`config.mk`:
```
export PLATFORM = sky130hd
export DESIGN_NAME = mem_port_arbiter
export DESIGN_NICKNAME = d
export VERILOG_FILES = /design/src/rtl/mem_port_arbiter_pkg.sv /design/src/rtl/mem_op_decode.sv /design/src/rtl/mem_port_arbiter.sv
export SDC_FILE = /design/constraint.sdc
export NUM_CORES = 1
export LEC_CHECK = 0
export CAP_MARGIN = 15
export CORE_AREA = 2 2 204 206
export DETAILED_ROUTE_END_ITERATION = 16
export DIE_AREA = 0 0 206 208
export PLACE_DENSITY_LB_ADDON = 0.05
export SYNTH_ARGS = -nofsm -noshare
export SYNTH_HDL_FRONTEND = slang
export SYNTH_SLANG_ARGS = --single-unit
```
`constraint.sdc`:
```
create_clock -name clk -period 3.3 [get_ports clk]
set_input_delay 0.66 -clock clk [delete_from_list [all_inputs] [get_ports clk]]
set_output_delay 0.66 -clock clk [all_outputs]
set_load 0.02 [all_outputs]
```
`src/rtl/mem_port_arbiter_pkg.sv`:
```
// rtl/mem_port_arbiter_pkg.sv - shared icode constants and arbiter FSM encoding
package mem_port_arbiter_pkg;

    localparam logic [3:0] IRMMOVQ = 4'h4;
    localparam logic [3:0] IMRMOVQ = 4'h5;
    localparam logic [3:0] ICALL   = 4'h8;
    localparam logic [3:0] IRET    = 4'h9;
    localparam logic [3:0] IPUSHQ  = 4'hA;
    localparam logic [3:0] IPOPQ   = 4'hB;

    typedef enum logic [1:0] {
        IDLE  = 2'd0,
        M_ACC = 2'd1,
        F_ACC = 2'd2,
        ERR   = 2'd3
    } arb_state_t;

endpackage

```
`src/rtl/mem_op_decode.sv`:
```
// rtl/mem_op_decode.sv - memory-stage icode to access request decode
// Ports:
//   M_icode, M_valE, M_valA : memory-stage pipeline register fields
//   M_need                  : instruction needs a data memory access
//   M_we                    : access is a write
//   M_addr                  : byte address of the access
module mem_op_decode
    import mem_port_arbiter_pkg::*;
(
    input  logic [3:0]  M_icode,
    input  logic [63:0] M_valE,
    input  logic [63:0] M_valA,
    output logic        M_need,
    output logic        M_we,
    output logic [63:0] M_addr
);

    always_comb begin
        M_need = 1'b0;
        M_we   = 1'b0;
        M_addr = M_valE;
        case (M_icode)
            IRMMOVQ, ICALL, IPUSHQ: begin
                M_need = 1'b1;
                M_we   = 1'b1;
            end
            IMRMOVQ: begin
                M_need = 1'b1;
            end
            // ret and popq read from the pre-increment stack pointer carried in valA
            IRET, IPOPQ: begin
                M_need = 1'b1;
                M_addr = M_valA;
            end
            default: begin
                M_need = 1'b0;
            end
        endcase
    end

endmodule

```
`src/rtl/mem_port_arbiter.sv`:
```
// rtl/mem_port_arbiter.sv - arbitrates fetch and memory-stage requests onto one memory port
// Ports:
//   clk, rst_n                       : clock, asynchronous active-low reset
//   f_req, f_addr, f_rdata, f_ack    : fetch read requester
//   M_icode, M_valE, M_valA          : memory-stage request fields
//   m_valM, m_ack, m_dmem_error      : memory-stage response
//   F_stall, M_stall                 : requester-waiting indications
//   mem_req..mem_ready               : shared memory port
module mem_port_arbiter
    import mem_port_arbiter_pkg::*;
#(
    parameter logic [63:0] MAX_ADDR = 64'h1FFF,
    parameter int          TIMEOUT  = 15
) (
    input  logic        clk,
    input  logic        rst_n,
    input  logic        f_req,
    input  logic [63:0] f_addr,
    output logic [63:0] f_rdata,
    output logic        f_ack,
    input  logic [3:0]  M_icode,
    input  logic [63:0] M_valE,
    input  logic [63:0] M_valA,
    output logic [63:0] m_valM,
    output logic        m_ack,
    output logic        m_dmem_error,
    output logic        F_stall,
    output logic        M_stall,
    output logic        mem_req,
    output logic        mem_we,
    output logic [63:0] mem_addr,
    output logic [63:0] mem_wdata,
    input  logic [63:0] mem_rdata,
    input  logic        mem_ready
);

    localparam logic [3:0] LP_CNT_LAST = 4'(TIMEOUT - 1);

    arb_state_t  r_state;
    arb_state_t  w_next_state;
    logic        w_m_need;
    logic        w_m_we;
    logic [63:0] w_m_addr;
    logic        w_m_pend;
    logic        w_f_pend;
    logic        w_grant_m;
    logic        w_grant_f;
    logic        w_complete;
    logic        w_timeout;

    logic [3:0]  r_cnt;
    logic        r_last_m;     // 1: memory stage was granted most recently
    logic [63:0] r_f_rdata;
    logic        r_f_ack;
    logic [63:0] r_m_valM;
    logic        r_m_ack;
    logic        r_m_err;
    logic        r_mem_req;
    logic        r_mem_we;
    logic [63:0] r_mem_addr;
    logic [63:0] r_mem_wdata;

    mem_op_decode u_decode (
        .M_icode (M_icode),
        .M_valE  (M_valE),
        .M_valA  (M_valA),
        .M_need  (w_m_need),
        .M_we    (w_m_we),
        .M_addr  (w_m_addr)
    );

    // A requester whose ack is high this cycle is not pending, so it is never re-granted
    assign w_m_pend = w_m_need & ~r_m_ack;
    assign w_f_pend = f_req & ~r_f_ack;
    assign M_stall  = w_m_pend;
    assign F_stall  = w_f_pend;

    always_ff @(posedge clk or negedge rst_n) begin
        if (!rst_n) begin
            r_state <= IDLE;
        end else begin
            r_state <= w_next_state;
        end
    end

    always_comb begin
        w_next_state = r_state;
        w_grant_m    = 1'b0;
        w_grant_f    = 1'b0;
        w_complete   = 1'b0;
        w_timeout    = 1'b0;
        case (r_state)
            IDLE: begin
                if (w_m_pend && (!w_f_pend || !r_last_m)) begin
                    w_grant_m    = 1'b1;
                    w_next_state = (w_m_addr > MAX_ADDR) ? ERR : M_ACC;
                end else if (w_f_pend) begin
                    w_grant_f    = 1'b1;
                    w_next_state = F_ACC;
                end
            end
            M_ACC, F_ACC: begin
                // A ready arriving on the last allowed edge still completes normally
                if (mem_ready) begin
                    w_complete   = 1'b1;
                    w_next_state = IDLE;
                end else if (r_cnt == LP_CNT_LAST) begin
                    w_timeout    = 1'b1;
                    w_next_state = IDLE;
                end
            end
            ERR: begin
                w_next_state = IDLE;
            end
            default: begin
                w_next_state = IDLE;
            end
        endcase
    end

    always_ff @(posedge clk or negedge rst_n) begin
        if (!rst_n) begin
            r_cnt       <= 4'd0;
            r_last_m    <= 1'b0;
            r_f_rdata   <= 64'd0;
            r_f_ack     <= 1'b0;
            r_m_valM    <= 64'd0;
            r_m_ack     <= 1'b0;
            r_m_err     <= 1'b0;
            r_mem_req   <= 1'b0;
            r_mem_we    <= 1'b0;
            r_mem_addr  <= 64'd0;
            r_mem_wdata <= 64'd0;
        end else begin
            r_f_ack <= 1'b0;
            r_m_ack <= 1'b0;
            r_m_err <= 1'b0;

            if (w_grant_m || w_grant_f) begin
                r_cnt    <= 4'd0;
                r_last_m <= w_grant_m;
            end else if (r_state == M_ACC || r_state == F_ACC) begin
                r_cnt <= r_cnt + 4'd1;
            end

            if (w_next_state == M_ACC && r_state == IDLE) begin
                r_mem_req   <= 1'b1;
                r_mem_we    <= w_m_we;
                r_mem_addr  <= w_m_addr;
                r_mem_wdata <= M_valA;
            end else if (w_grant_f) begin
                r_mem_req   <= 1'b1;
                r_mem_we    <= 1'b0;
                r_mem_addr  <= f_addr;
                r_mem_wdata <= 64'd0;
            end else if (w_complete || w_timeout) begin
                r_mem_req <= 1'b0;
            end

            if (r_state == M_ACC && (w_complete || w_timeout)) begin
                r_m_ack <= 1'b1;
                r_m_err <= w_timeout;
                if (w_complete && !r_mem_we) begin
                    r_m_valM <= mem_rdata;
                end
            end

            if (r_state == F_ACC && (w_complete || w_timeout)) begin
                r_f_ack   <= 1'b1;
                r_f_rdata <= w_complete ? mem_rdata : 64'd0;
            end

            if (r_state == ERR) begin
                r_m_ack <= 1'b1;
                r_m_err <= 1'b1;
            end
        end
    end

    assign f_rdata      = r_f_rdata;
    assign f_ack        = r_f_ack;
    assign m_valM       = r_m_valM;
    assign m_ack        = r_m_ack;
    assign m_dmem_error = r_m_err;
    assign mem_req      = r_mem_req;
    assign mem_we       = r_mem_we;
    assign mem_addr     = r_mem_addr;
    assign mem_wdata    = r_mem_wdata;

endmodule

```
==> results of run 1 <==
[cells in the final DEF (no fill, tap or decap), types with 9 or more instances in the layout]
cell type,synthesis,routed
clkbuf_16,0,37
clkdlybuf4s50_1,0,524
mux2i_1,193,193
inv_1,9,9
dfrtp_1,268,268
nor4_1,25,25
buf_12,0,18
o2bb2ai_1,65,65
mux2_2,64,64
a22o_1,65,65
nand3_1,67,67
buf_4,7,27
clkbuf_1,35,14
[cells in the mapped netlist, types with 2 or more instances]
library cell	number	share of area
mux2i_1	193	0.16
nand3b_1	2	0.0013
and3_1	2	0.0011
buf_4	7	0.0044
nor2_1	5	0.0016
a22o_1	65	0.048
nand3_1	67	0.028
nand4_1	7	0.0037
nand2_1	7	0.0022
buf_2	23	0.0097
o21ai_0	3	0.0013
ha_1	7	0.0074
mux2_2	64	0.061
inv_1	9	0.0028
clkbuf_1	35	0.011
xor2_1	2	0.0015
and3b_1	2	0.0015
buf_6	4	0.0038
buf_1	4	0.0013
nand2b_1	5	0.0026
or2_2	2	0.0011
nor3_1	3	0.0013
nor4_1	25	0.013
o211ai_1	2	0.0013
dfrtp_1	268	0.57
and2_1	2	0.0011
o2bb2ai_1	65	0.048
[kinds of logic after synthesis]
kind of cell	after synthesis
adders and majority gates	7
DFF	268
AOI/OAI and AO/OA	146
buffers and inverters	82
xor gates and xnor gates	3
and+or+nand+nor	133
muxes	257
[stage by stage]
stage | power, mW | std cells
2_1_floorplan | 9.84 | 896
3_3_place_gp | 14.3 | 1925
3_5_place_dp | 14.3 | 1925
4_1_cts | 18.1 | 1986
5_1_grt | 18.8 | 1990
6_report | 17.9 | 1990
[cell type report]
| type | instances | area share |
|---|---|---|
| sequential | 268 | 0.351 |
| multi-input combinational | 546 | 0.250 |
| antenna | 4 | 0.000523 |
| clock buffer | 56 | 0.0547 |
| clock inverter | 5 | 0.00288 |
| inverter | 9 | 0.00177 |
| timing repair buffer | 570 | 0.304 |
| tap | 532 | 0.0348 |
[per-layer routing]
layer	wire length (µm)	up-vias	part of all wire	track usage
met5	0	-	0	0
met4	1140	0	0.024	0.0781
met3	3680	55	0.078	0.0603
met2	23200	352	0.49	0.366
met1	19000	4873	0.40	0.258
li1	-	4448	-	-
[worst reg2reg max path: stages (launching register included)]
cell	delay [ns]
dfrtp_1	0.42
inv_1	0.12
ha_1	0.42
nand2b_1	0.17
nor4_1	0.09
nor3b_2	0.31
o211ai_1	0.24
a21boi_4	0.22
buf_12	0.17
buf_12	0.21
mux2i_1	0.23
[flip-flops by register name, indices dropped and copies added (netlist names)]
signal,count
mem_wdata,64
m_valM,64
r_last_m,1
m_ack,1
mem_req,1
r_cnt,4
r_state,2
f_ack,1
f_rdata,64
m_dmem_error,1
mem_we,1
mem_addr,64
[how the worst min path moves through the flow]
stage               cells after the start  slack (ns)           startpoint                       end
floorplan                               0        0.36                rst_n           f_ack$_DFF_PN0_
global placement                        2        0.48  mem_req$_DFFE_PN0P_       mem_req$_DFFE_PN0P_
detailed placement                      2        0.49  mem_req$_DFFE_PN0P_       mem_req$_DFFE_PN0P_
CTS                                     1        0.13                rst_n  mem_addr[42]$_DFFE_PN0P_
global route                            1        0.16                rst_n  mem_addr[42]$_DFFE_PN0P_
finish                                  1        0.13                rst_n  mem_addr[47]$_DFFE_PN0P_
[power breakdown]
group          switching, mW  leakage (nW)  internal, mW
clock                   1.43         0.531          2.24
sequential             0.820          3.37          4.76
combinational           4.34          4.42          4.28
==> summary.txt, run 1 <==
Timing
  • Final slew viol count: 0
  • Post-route fraction of the period consumed by the critical path: 0.910
  • Min setup slack post-route: 0.296 ns
  • Endpoints failing setup: 0
  • Number of endpoints with negative hold slack in the final report: 0
  • Post-route clock skew: 0.0145 ns
  • Final critical-path required period: 3.00 ns
  • Achievable frequency: 333 MHz
  • Transition at the pin with the smallest max-transition slack: 0.949 ns
  • RSZ-0062 raised after global routing: false
  • Minimum hold slack: 0.132 ns
  • Setup TNS after final layout: 0 ns
  • Max_slew headroom: 0.368

Yosys
  • Top_reg_cell synth: dfrtp_1
  • Count of synthesis-stage warnings from yosys: 0
  • Count of state elements after synthesis: 268
  • Adder-Cell Fraction of Synth Area: 0.00738
  • Mux contribution to synthesized area: 0.223
  • Synth async-reset ratio: 1.00
  • Mean Syn Cell Area: 13.2 µm²
  • Main combinational cell family by area after synthesis: multiplexers
  • Synth Area in Simple Gates: 0.0619
  • Cell count after synthesis: 896
  • EDFF count, synth: 0
  • Synthesized-area fraction occupied by xor and xnor cells: 0.00221
  • Nets in the synthesized netlist: 1167
  • Post-Syn Area: 0.0119 mm²
  • Distinct cells, synth: 43
  • Share of synthesized area occupied by flip-flops and latches: 0.565
  • Complex-gate fraction of the synthesized area: 0.107

Setup path
  • Nature of the critical path startpoint: input pin
  • Depth of the critical timing path with buffers and inverters included: 11
  • Crit path to: mem_addr[18]$_DFFE_PN0P_
  • Category of cells accounting for the largest share of critical-path delay: buffers and inverters
  • Critical path data arrival time: 3.45 ns
  • Slowest stage cell, crit path: nor4_1
  • RR Endpoint: mem_addr[18]$_DFFE_PN0P_
  • CP Cell Sequence: clkdlybuf4s50_1 -> nor4_1 -> buf_4 -> nand4_1 -> o22ai_1 -> buf_4 -> o211ai_1 -> a21boi_4 -> buf_12 -> buf_12 -> mux2i_1
  • Endpoint type of the worst setup path: register
  • FF-to-FF path depth: 10
  • Crit path launch: M_valE[20]
  • Maximum fanout along the worst path: 27
  • Internal reg-to-reg setup slack: 0.62 ns
  • Slowest Stage Delay on Critical Path: 0.60 ns
  • Classification of the worst setup path: input pin to register
  • Crit path buf inv count: 5
  • Launch instance of the worst register-to-register path: r_state[1]$_DFF_PN0_
  • Worst Path Required: 3.74 ns

Final layout
  • Post-route cell area: 0.0191 mm²
  • Sequential cell area: 0.00671 mm²
  • Multi-input logic area: 0.00479 mm²
  • Post-route core utilization: 0.472
  • Area overhead of the layout relative to synthesis: 61.2%
  • Number of nets in the finished design: 1700
  • Fillers: 3749
  • Share of layout cells above drive strength 1: 0.116

Route
  • Initial DRC count: 384
  • DRC: 0
  • First-pass iteration count of the detailed router: 4
  • WL per Instance: 23.6 µm
  • Total length of routed wires: 47.0 mm
  • Number of vias in the routed layout: 9728
  • Count of antenna-violating nets left after detailed routing: 0
  • Vias per std cell: 4.89

Place
  • Placed inst area: 0.0180 mm²
  • Dpl hpwl: 34.5 mm
  • Number of buffers added on ports: 526
  • Post-Place Worst Slack: -0.306 ns
  • Global placement routability congestion: 0.795

Clocking
  • H-tree levels: 2
  • Clock latency on the worst-skew pair: 0.53 ns
  • Clock Path Buffers: 3
  • Clock root buffer master: clkbuf_16
  • Number of CTS-inserted buffers: 34
  • Post-CTS Setup Bufs: 0
  • Number of sinks handled by clock tree synthesis: 268
  • Clock input transition at the sequential cells of the worst setup and hold paths: 0.06 ns
  • # hold bufs at CTS: 0
  • CTS tree: built
  • Total of cells resized after clock tree synthesis: 0

Floorplan
  • Number of placement rows: 74
  • Starting utilization of the core area: 0.293
  • Core outline area: 0.0406 mm²
  • Die outline height: 208 µm
  • Die area: 0.0428 mm²
  • Number of top-level pins: 527
  • Die X: 206 µm

Power and ir drop
  • Cell area power density: 934 mW/mm²
  • Leakage: 8.32 nW
  • Highest ir drop seen on vdd: 0.000550 V

Global routing
  • Wire length of the first global-routing pass: 69.2 mm
  • Initial antenna violation count: 4
  • Combined global-route utilization of all metal layers: 0.215
  • GRT Residual Overflow: 0
  • Via count of the first global-routing pass: 10558
  • Maximum number of pins on one net before global-route repair: 80

Job
  • Max-cap check violation count: 0

Worst hold path
  • Hold Path Class: input pin to async pin

Status
  • Result of the run: finished, final reports clean
No activity file was read; power rests on OpenSTA's default activity.
==> run 2: changes to the inputs <==
--- a/config.mk
+++ b/config.mk
@@ -5,11 +5,12 @@
 export SDC_FILE = /design/constraint.sdc
 export NUM_CORES = 1
 export LEC_CHECK = 0
-export CAP_MARGIN = 15
-export CORE_AREA = 2 2 204 206
+export CAP_MARGIN = 10
+export CORE_AREA = 2 2 203 205
 export DETAILED_ROUTE_END_ITERATION = 16
-export DIE_AREA = 0 0 206 208
+export DIE_AREA = 0 0 205 207
 export PLACE_DENSITY_LB_ADDON = 0.05
 export SYNTH_ARGS = -nofsm -noshare
 export SYNTH_HDL_FRONTEND = slang
+export SYNTH_HIERARCHICAL = 1
 export SYNTH_SLANG_ARGS = --single-unit
==> run 2 against run 1 <==
Maximum frequency down 1.6%. Non-clock buffer count increased by 65. First-iteration DRC count down 13%. Clock skew grew 0.0031 ns. Routed wire length fell by 3.0%. Utilization rose by 3.8 points. Register-to-register slack got worse by 0.06 ns. Global-route usage fell by 0.69 points. Worst setup slack got worse by 0.049 ns. Critical path depth grew 3. Critical path type unchanged.
==> summary.txt, run 2 <==
Timing
  • Endpoints failing setup: 0 (unchanged)
  • Final critical-path required period: 3.05 ns (+0.0492 ns)
  • RSZ-0062 raised after global routing: false
  • Final slew viol count: 0 (unchanged)
  • Achievable frequency: 327 MHz (-1.6%)
  • Transition at the pin with the smallest max-transition slack: 0.614 ns (-0.335 ns)
  • Post-route fraction of the period consumed by the critical path: 0.925 (+0.0149)
  • Number of endpoints with negative hold slack in the final report: 0 (unchanged)
  • Max_slew headroom: 0.591 (+0.223)
  • Post-route clock skew: 0.0176 ns (+0.00313 ns)

Final layout
  • Fillers: 3594 (-4.1%)
  • Area overhead of the layout relative to synthesis: 62.1%
  • Share of layout cells above drive strength 1: 0.307 (+0.191)
  • Leading cell type in the layout, fill and taps excluded: clkdlybuf4s50_1
  • Top library cells by usage in the layout, fill and taps aside: clkdlybuf4s50_1, dfrtp_1, mux2_2
  • Number of nets in the finished design: 1744 (+2.6%)
  • Post-route cell area: 0.0206 mm² (+7.5%)
  • Post-route core utilization: 0.509 (+0.0376)

Floorplan
  • Number of top-level pins: 527 (unchanged)
  • Core outline area: 0.0404 mm² (-0.46%)
  • Number of placement rows: 74 (unchanged)
  • Die outline height: 207 µm (-0.48%)
  • Die area: 0.0424 mm² (-0.96%)
  • Die X: 205 µm (-0.49%)
  • Starting utilization of the core area: 0.314 (+0.0216)

Yosys
  • Library cell occupying the most area in the post-synthesis netlist: dfrtp_1
  • Area share of the largest cell type after synthesis: 0.529 (-0.0364)
  • Synth async-reset ratio: 1.00 (unchanged)
  • Nets in the synthesized netlist: 1143 (-2.1%)
  • Cells taking the most area after synthesis: dfrtp_1, mux2_2, mux2_4
  • EDFF count, synth: 0 (unchanged)
  • Cell count after synthesis: 872 (-2.7%)
  • Distinct cells, synth: 46 (+7.0%)
  • Count of synthesis-stage warnings from yosys: 6 (+6)
  • Post-Syn Area: 0.0127 mm² (+6.9%)
  • Cell types with the highest counts after synthesis: dfrtp_1, mux2_2, mux2_4, nand3_1, a22o_1
  • Top_reg_cell synth: dfrtp_1
  • Mean Syn Cell Area: 14.5 µm² (+9.8%)
  • Count of state elements after synthesis: 268 (unchanged)
  • Most used standard cell by instance count after synthesis: dfrtp_1
  • Share of synthesized area occupied by flip-flops and latches: 0.529 (-0.0364)

Clocking
  • CTS tree: built
  • H-tree levels: 2 (unchanged)
  • Clock Path Buffers: 3 (unchanged)
  • Clock root buffer master: clkbuf_16
  • Clock input transition at the sequential cells of the worst setup and hold paths: 0.05 ns (about the same)
  • Number of sinks handled by clock tree synthesis: 268 (unchanged)
  • Number of CTS-inserted buffers: 35 (+2.9%)
  • Clock latency on the worst-skew pair: 0.54 ns (about the same)

Route
  • Initial DRC count: 335 (-13%)
  • First-pass iteration count of the detailed router: 4 (unchanged)
  • WL per Instance: 22.4 µm (-5.1%)
  • Total length of routed wires: 45.6 mm (-3.0%)
  • Number of vias in the routed layout: 9745 (+0.17%)
  • Count of antenna-violating nets left after detailed routing: 0 (unchanged)
  • Vias per std cell: 4.79 (-2.0%)
  • DRC: 0 (unchanged)

Global routing
  • GRT Residual Overflow: 0 (unchanged)
  • Combined global-route utilization of all metal layers: 0.208 (-0.00692)
  • Initial antenna violation count: 4 (unchanged)
  • Global routing usage on met3: 0.0648 (+0.00451)
  • Via count of the first global-routing pass: 10403 (-1.5%)
  • Met1 track demand over resource in global routing: 0.248 (-0.0100)
  • Met2 Usage GRT: 0.352 (-0.0141)
  • Wire length of the first global-routing pass: 67.0 mm (-3.2%)
  • Maximum number of pins on one net before global-route repair: 73 (-8.8%)
  • Global-route layer with the greatest usage: met2

Setup path
  • Slowest Stage Delay on Critical Path: 0.33 ns (-0.27 ns)
  • Worst Path Required: 3.71 ns (-0.03 ns)
  • Maximum fanout along the worst path: 10 (-63%)
  • Category of cells accounting for the largest share of critical-path delay: simple AND/OR/NAND/NOR gates
  • Classification of the worst setup path: input pin to register
  • Nature of the critical path startpoint: input pin
  • Slowest stage cell, crit path: mux2_2
  • CP Cell Sequence: dlymetal6s2s_1 -> nand3b_4 -> buf_12 -> buf_4 -> mux2_4 -> nor4_4 -> buf_4 -> nand4_1 -> nor3_2 -> a21oi_2 -> nor2_4 -> buf_12 -> buf_16 -> mux2_2
  • Crit path buf inv count: 6 (+1)
  • Endpoint type of the worst setup path: register
  • Critical path data arrival time: 3.47 ns (+0.02 ns)

Power and ir drop
  • Highest ir drop seen on vdd: 0.000547 V (-0.57%)
  • Cell area power density: 950 mW/mm² (+1.7%)
  • Leakage: 8.86 nW (+6.4%)

Place
  • Placed inst area: 0.0191 mm² (+5.9%)
  • Dpl hpwl: 33.1 mm (-4.1%)
  • Global placement routability congestion: 0.816 (+2.7%)
  • Number of buffers added on ports: 526 (unchanged)

Worst hold path
  • Hold Path Class: input pin to async pin

Status
  • Result of the run: finished, final reports clean

Job
  • Max-cap check violation count: 0 (unchanged)
## run 2: changes by cell type in the layout (fill, tap and decap cells not counted), sizes merged, moves of 3 or more
cell / previous run / this run
dlymetal6s2s: 0 / 3
clkdlybuf4s50: 524 / 521
mux2: 64 / 256
nand2: 7 / 10
clkinv: 2 / 5
buf: 46 / 107
nand4: 7 / 4
mux2i: 193 / 1
nor4: 25 / 13
## run 2: logic make-up (layout without fill, tap and decap cells)
logic type / after synthesis / after routing / share of synthesized area
flip-flops: 268 / 268 / 0.529
multiplexers: 257 / 257 / 0.258
AO/OA/AOI/OAI: 141 / 141 / 0.106
AND/OR/NAND/NOR: 118 / 118 / 0.0534
buffers and inverters: 78 / 702 / 0.0459
adder cells (fa/ha/maj): 7 / 7 / 0.00690
XOR/XNOR: 3 / 3 / 0.00207
other: 0 / 6 / 0
## run 2: layout make-up
cell class                      count  area (µm²)  share of cell area
Antenna cell                        6        15.0            0.000730
Clock buffer                       51        1050              0.0510
Clock inverter                      9         104             0.00505
Inverter                            7        26.3             0.00128
Multi-Input combinational cell    526        5510               0.268
Sequential cell                   268        6710               0.326
Tap cell                          532         666              0.0324
Timing Repair Buffer              635        6490               0.316
## run 2: what timing repair did
| item | in CTS | in global routing |
|---|---|---|
| pin swaps | 4 | 5 |
| gates cloned | 1 | 3 |
| hold buffers | 0 | 0 |
| resized for setup | 12 | 11 |
| setup buffers | 3 | 6 |
| endpoints found under the setup margin | 127 | 126 |
## run 2: where the power goes
group / leakage (nW) / total (mW) / internal (mW) / switching, mW
logic: 4.92 / 9.97 / 5.32 / 4.65
registers: 3.37 / 5.74 / 4.87 / 0.872
clock network: 0.563 / 3.82 / 2.35 / 1.47
## run 2: metal layers
metal  routed length [µm]  up-vias
met4                 1340        0
li1                     -     4466
met3                 3840       68
met1                17800     4853
met2                22600      358
met5                    0        -
## run 2: worst paths after layout
| check | from | endpoint | slack [ns] | cells past startpoint |
|---|---|---|---|---|
| max | M_icode[2] | mem_addr[54]$_DFFE_PN0P_ | 0.25 | 14 |
| min | rst_n | mem_addr[46]$_DFFE_PN0P_ | 0.1 | 1 |
| max reg2reg | r_state[0]$_DFF_PN0_ | mem_wdata[34]$_DFFE_PN0P_ | 0.56 | 10 |
| min reg2reg | f_rdata[50]$_DFFE_PN0P_ | f_rdata[50]$_DFFE_PN0P_ | 0.50 | 1 |
| max in group asynchronous | rst_n | f_rdata[16]$_DFFE_PN0P_ | 2.41 | 2 |
| min in group clk | f_rdata[50]$_DFFE_PN0P_ | f_rdata[50]$_DFFE_PN0P_ | 0.50 | 1 |
## run 2: stage by stage
stage / hold WS (ns) / setup TNS (ns) / total power [mW] / worst slack (ns) / cells
floorplan: 0.364 / 0 / 11.0 / 0.331 / 872
global placement: 0.486 / -98.69 / 15.7 / -0.818 / 1955
detailed placement: 0.491 / -92.87 / 15.8 / -0.767 / 1955
CTS: 0.117 / -0.843 / 19.7 / -0.0498 / 2019
global route: 0.138 / 0 / 20.5 / 0.130 / 2031
finish: 0.0966 / 0 / 19.5 / 0.246 / 2034
## run 2: worst register-to-register path, stage by stage, from the launching register on
cell	delay (ns)
dfrtp_1	0.44
inv_1	0.11
ha_1	0.50
nor4b_4	0.32
a221o_2	0.24
nand3_4	0.10
buf_12	0.15
nor4_4	0.30
buf_4	0.22
buf_12	0.15
o2bb2ai_1	0.09
